### src/rtl/mac_seq_pkg.sv
// Shared types and width helpers for the MAC dot-product sequencer.
package mac_seq_pkg;

  typedef enum logic [2:0] {
    S_IDLE,
    S_CLEAR,
    S_RUN,
    S_DRAIN,
    S_DONE
  } state_t;

  function automatic int len_w(input int max_len);
    return $clog2(max_len + 1);
  endfunction

  // Drain counter must hold MAC_LAT+1 distinct values (MAC_LAT down to 0).
  function automatic int drain_w(input int mac_lat);
    return $clog2(mac_lat + 2);
  endfunction

endpackage

### src/rtl/mac_seq_lat_ctr.sv
// Loadable down-counter that times the MAC pipeline drain; zero flags expiry.
module mac_seq_lat_ctr #(
  parameter int W = 2
) (
  input  logic         clock,
  input  logic         reset,
  input  logic         load,
  input  logic [W-1:0] load_val,
  input  logic         dec,
  output logic         zero
);

  logic [W-1:0] cnt;

  always_ff @(posedge clock) begin
    if (reset)                 cnt <= '0;
    else if (load)             cnt <= load_val;
    else if (dec && cnt != '0) cnt <= cnt - W'(1);
  end

  assign zero = (cnt == '0);

endmodule

### src/rtl/mac_dot_sequencer.sv
// Drives one MAC datapath through a cfg_len-pair dot product and returns the sum.
// Optional MACSEQ_ABORT_EN adds an abort input that drops the job and clears the MAC.
module mac_dot_sequencer
  import mac_seq_pkg::*;
#(
  parameter int WIDTH   = 16,
  parameter int ACC_W   = 2*WIDTH,
  parameter int MAX_LEN = 256,
  parameter int MAC_LAT = 1,
  parameter int LEN_W   = len_w(MAX_LEN)
) (
  input  logic             clock,
  input  logic             reset,
`ifdef MACSEQ_ABORT_EN
  input  logic             abort,
`endif
  input  logic             start,
  input  logic [LEN_W-1:0] cfg_len,
  output logic             busy,
  input  logic             op_valid,
  output logic             op_ready,
  input  logic [WIDTH-1:0] op_x,
  input  logic [WIDTH-1:0] op_y,
  output logic             mac_clr,
  output logic             mac_en,
  output logic [WIDTH-1:0] mac_x,
  output logic [WIDTH-1:0] mac_y,
  input  logic [ACC_W-1:0] mac_acc,
  output logic             res_valid,
  input  logic             res_ready,
  output logic [ACC_W-1:0] res_data
);

  localparam int DRAIN_W = drain_w(MAC_LAT);

  state_t           state, state_nx;
  logic [LEN_W-1:0] len, issued;
  logic             abort_hit, accept, last_pair, lat_zero;

`ifdef MACSEQ_ABORT_EN
  assign abort_hit = abort && (state != S_IDLE);
`else
  assign abort_hit = 1'b0;
`endif

  assign accept    = op_valid && op_ready;
  assign last_pair = (issued == len - LEN_W'(1));
  assign busy      = (state != S_IDLE);
  assign res_valid = (state == S_DONE);

  always_ff @(posedge clock) begin
    if (reset) state <= S_IDLE;
    else       state <= state_nx;
  end

  always_comb begin
    state_nx = state;
    op_ready = 1'b0;
    case (state)
      S_IDLE:  if (start) state_nx = (cfg_len == '0) ? S_DONE : S_CLEAR;
      S_CLEAR: state_nx = S_RUN;
      S_RUN: begin
        op_ready = 1'b1;
        if (op_valid && last_pair) state_nx = S_DRAIN;
      end
      S_DRAIN: if (lat_zero) state_nx = S_DONE;
      S_DONE:  if (res_ready) state_nx = S_IDLE;
      default: state_nx = S_IDLE;
    endcase
    // Abort wins over every other transition, including the result handshake.
    if (abort_hit) begin
      state_nx = S_IDLE;
      op_ready = 1'b0;
    end
  end

  always_ff @(posedge clock) begin
    if (reset) begin
      len      <= '0;
      issued   <= '0;
      mac_x    <= '0;
      mac_y    <= '0;
      mac_en   <= 1'b0;
      mac_clr  <= 1'b0;
      res_data <= '0;
    end else begin
      mac_en  <= accept;
      mac_clr <= abort_hit || (state == S_IDLE && start && cfg_len != '0);
      if (state == S_IDLE && start) begin
        len    <= (cfg_len > LEN_W'(MAX_LEN)) ? LEN_W'(MAX_LEN) : cfg_len;
        issued <= '0;
        if (cfg_len == '0) res_data <= '0;
      end
      if (accept) begin
        mac_x  <= op_x;
        mac_y  <= op_y;
        issued <= issued + LEN_W'(1);
      end
      if (state == S_DRAIN && lat_zero && !abort_hit) res_data <= mac_acc;
    end
  end

  // Loaded on the last accepting edge; DRAIN then lasts MAC_LAT+1 cycles.
  mac_seq_lat_ctr #(.W(DRAIN_W)) u_lat_ctr (
    .clock    (clock),
    .reset    (reset),
    .load     (accept && last_pair),
    .load_val (DRAIN_W'(MAC_LAT)),
    .dec      (state == S_DRAIN),
    .zero     (lat_zero)
  );

endmodule

### config.mk
export PLATFORM = sky130hd
export DESIGN_NAME = mac_dot_sequencer
export DESIGN_NICKNAME = d
export VERILOG_FILES = /design/src/rtl/mac_seq_pkg.sv /design/src/rtl/mac_seq_lat_ctr.sv /design/src/rtl/mac_dot_sequencer.sv
export SDC_FILE = /design/constraint.sdc
export NUM_CORES = 1
export LEC_CHECK = 0
export CAP_MARGIN = 20
export CORE_MARGIN = 5
export CORE_UTILIZATION = 25
export CTS_BUF_LIST = sky130_fd_sc_hd__clkbuf_4 sky130_fd_sc_hd__clkbuf_8
export DETAILED_ROUTE_END_ITERATION = 10
export PLACE_DENSITY = 0.48
export RECOVER_POWER = 25
export SYNTH_ARGS = -nofsm -noshare
export SYNTH_HDL_FRONTEND = slang
export SYNTH_HIERARCHICAL = 1
export SYNTH_SLANG_ARGS = --single-unit
### constraint.sdc
create_clock -name clock -period 3.15 [get_ports clock]
set_input_delay 0.315 -clock clock [delete_from_list [all_inputs] [get_ports clock]]
set_output_delay 0.315 -clock clock [all_outputs]
set_load 0.005 [all_outputs]
==> results.py <==
metrics = {
    "status": {
        "status": "complete, but fails checks",
        "violations": "capacitance limit, slew limit",
    },
    "routing": {
        "drc_errors": 0,
        "wl_met1_um": 4960,
        "wl_per_cell_um": 14.7,
        "wl_met3_um": 591,
        "routed_via_density": 4.53,
        "route.met2.wl_um": 5500,
        "drtIter0Drc": 164,
        "num_vias": 3461,
        "highest_layer": "met4",
        "wl_um": 11300,
        "dr.pass1.iters": 4,
        "antenna_left": 0,
    },
    "power_and_ir_drop": {
        "cellLeakagePower_nw": 2.05,
        "irDropWorstVdd_mv": 0.232,
        "p_per_area_nw_per_um2": 471,
        "total_power_w": 0.00267,
    },
    "global_route": {
        "grt_pass1_wl_um": 18600,
        "grt.total_usage_pct": 12.9,
        "grt_start_max_net_pins": 64,
        "antenna_found_initial": 0,
        "grt-ovfl-total": 0,
        "grt_pass1_vias": 3515,
    },
    "yosys": {
        "syn_area_sq_um": 3850,
        "netlist.area_leader.share_pct": 46.3,
        "ys_top_cells_by_area": "dfxtp_1 46%, a22oi_2 9.8%, nand2_1 8.0%",
        "synth_cells": 438,
        "yosysMostFrequentCell": "dfxtp_1",
        "ys.flop_type": "dfxtp_1",
        "synth_commonest_cells": "89 x dfxtp_1, 82 x nand2_1, 56 x nor2_1",
        "yosysSeqAreaShare_pct": 46.3,
        "synthesis.area_per_instance_sq_um": 8.79,
        "syn-num-nets": 519,
        "synth-seq-cells": 89,
        "synth-edff-count": 0,
        "yosysWarnings": 6,
        "yosysTopAreaCell": "dfxtp_1",
        "synthDistinctLibCells": 50,
        "async_flop_share_pct": 0,
    },
    "finish": {
        "area_delta_synth_final_pct": 47.4,
        "fillCellCount": 1523,
        "drive_gt1_share_pct": 11.8,
        "utilization_pct": 37.4,
        "final_cells": 764,
        "nets": 653,
        "antenna_cells": 0,
    },
    "worst_setup_path": {
        "regToRegStartpoint": "len[0]",
        "endpoint_kind": "register",
        "rrSetupSlack_ns": 0.61,
        "crit_path_max_fanout": 8,
        "ff2ff_path_depth": 9,
        "setup.worst_path.class": "reg -> reg",
        "r2r_end": "u_lat_ctr/cnt[1]",
        "startpoint_type": "register",
        "cp_data_arrival_time_ns": 2.76,
        "crit_required_ns": 3.37,
    },
    "min_path": {
        "hp-start": "reset",
        "hold_end": "res_data[4]",
        "hold_path_class": "in -> reg",
        "whs_path_depth": 2,
    },
    "sta": {
        "hold_violations": 0,
        "period_share_pct": 80.7,
        "hold_ws_ns": 0.413,
        "drv_slew": 38,
        "fmax_mhz": 393,
        "setup_tns_ns": 0,
        "final-setup-viol-count": 0,
        "fin_skew_ns": 0.00999,
        "period_needed_ns": 2.54,
        "slew_headroom_pct": -9.95,
        "worst_pin_slew_ns": 1.65,
        "rsz0062_at_grt": "no",
    },
    "cts": {
        "cts_root_buf": "clkbuf_8",
        "ctsHoldBuffers": 0,
        "h-tree-depth": 3,
        "cts_buffers": 9,
        "cts_tree": "done",
        "ctsResizeCount": 0,
        "post_cts_buffers": 0,
        "cts.sinks": 89,
        "cts_max_path_buffers": 2,
        "clk_latency_ns": 0.37,
        "clk_pin_slew_ns": 0.09,
    },
    "floorplanning": {
        "die_h_um": 134,
        "fp.dieW_um": 134,
        "rows": 45,
        "io_pins": 147,
        "start_util_pct": 25.4,
        "die-area_sq_um": 18000,
        "core_sq_um": 15100,
    },
    "placed_design": {
        "dp_hpwl_um": 8200,
        "place.gp.congestion": 0.803,
        "numPortBuffers": 146,
        "dp.cells": 749,
    },
    "run": {
        "maxCapViolations": 1,
    },
}
## cells in the final DEF, fill, tap and decap left out, types with 3 or more instances in the layout
cell type	n
ha_1	3
a22oi_1	3
buf_4	6
nor3_1	9
nor2_1	55
clkbuf_8	10
a22oi_2	30
dfxtp_1	89
a21oi_1	49
xor2_1	5
nand3b_1	11
nand2_1	82
dlygate4sd3_1	37
o21ai_1	3
a211oi_1	4
inv_1	13
nand3_1	5
xnor2_1	7
clkdlybuf4s50_1	108
## through the flow
step | worst slack (ns) | instance area (sq um)
after floorplan | 0.913 | 3850
after global placement | 0.553 | 5460
after detailed placement | 0.479 | 5460
after CTS | 0.585 | 5680
after global routing | 0.428 | 5670
final | 0.608 | 5670
## sequential cells by signal, summed over array words and instances, names as in the netlist
signal / flops
mac_clr: 1
u_lat_ctr/cnt: 2
mac_en: 1
mac_y: 16
mac_x: 16
state: 3
res_data: 32
issued: 9
len: 9
## layer usage
| metal | vias to the layer above | global-route usage, % |
|---|---|---|
| li1 | 1748 | - |
| met1 | 1629 | 15.6 |
| met2 | 72 | 21.5 |
| met3 | 12 | 3.49 |
| met4 | 0 | 5.60 |
| met5 | - | 0 |
## final cells by class
| type | instances | area, sq um | share of cell area (%) |
|---|---|---|---|
| Clock buffer | 10 | 138 | 2.43 |
| Clock inverter | 5 | 80.1 | 1.41 |
| Inverter | 14 | 52.6 | 0.927 |
| Multi-Input combinational cell | 305 | 1880 | 33.1 |
| Sequential cell | 89 | 1780 | 31.4 |
| Tap cell | 188 | 235 | 4.15 |
| Timing Repair Buffer | 153 | 1510 | 26.5 |
## where the power goes
group	switching [W]	internal, W
Combinational	0.000264	0.000295
Sequential	0.0000531	0.00118
Clock	0.000413	0.000463
Total	0.000730	0.00194
## critical path: stages, from the launching register on
cell and delay (ns):
dfxtp_1 0.52, inv_1 0.08, ha_1 0.31, xor2_1 0.15
nand3_1 0.09, or4_4 0.53, nor4_1 0.39, inv_1 0.15
o211ai_1 0.11, a21oi_1 0.08
## cell families (layout without fill, tap and decap cells)
family / Yosys count / after routing / synth area share, %
compound gates: 102 / 102 / 20.8
buf+inv: 44 / 182 / 5.40
simple gates: 181 / 181 / 22.2
flops: 89 / 89 / 46.3
fa+ha+maj: 3 / 3 / 0.975
mux: 5 / 5 / 1.40
other cells: 2 / 2 / 0.195
xor+xnor: 12 / 12 / 2.73
## how the worst max path moves through the flow
stage | start | to | slack (ns) | cells after the start
2_1_floorplan | len[3] | u_lat_ctr/cnt[1] | 0.91 | 8
3_3_place_gp | cfg_len[2] | res_data[25] | 0.55 | 7
3_5_place_dp | cfg_len[2] | res_data[28] | 0.48 | 7
4_1_cts | len[0] | u_lat_ctr/cnt[1] | 0.59 | 9
5_1_grt | state[0] | issued[2] | 0.43 | 5
6_report | len[0] | u_lat_ctr/cnt[1] | 0.61 | 9
No activity file was read; power rests on OpenSTA's default activity.
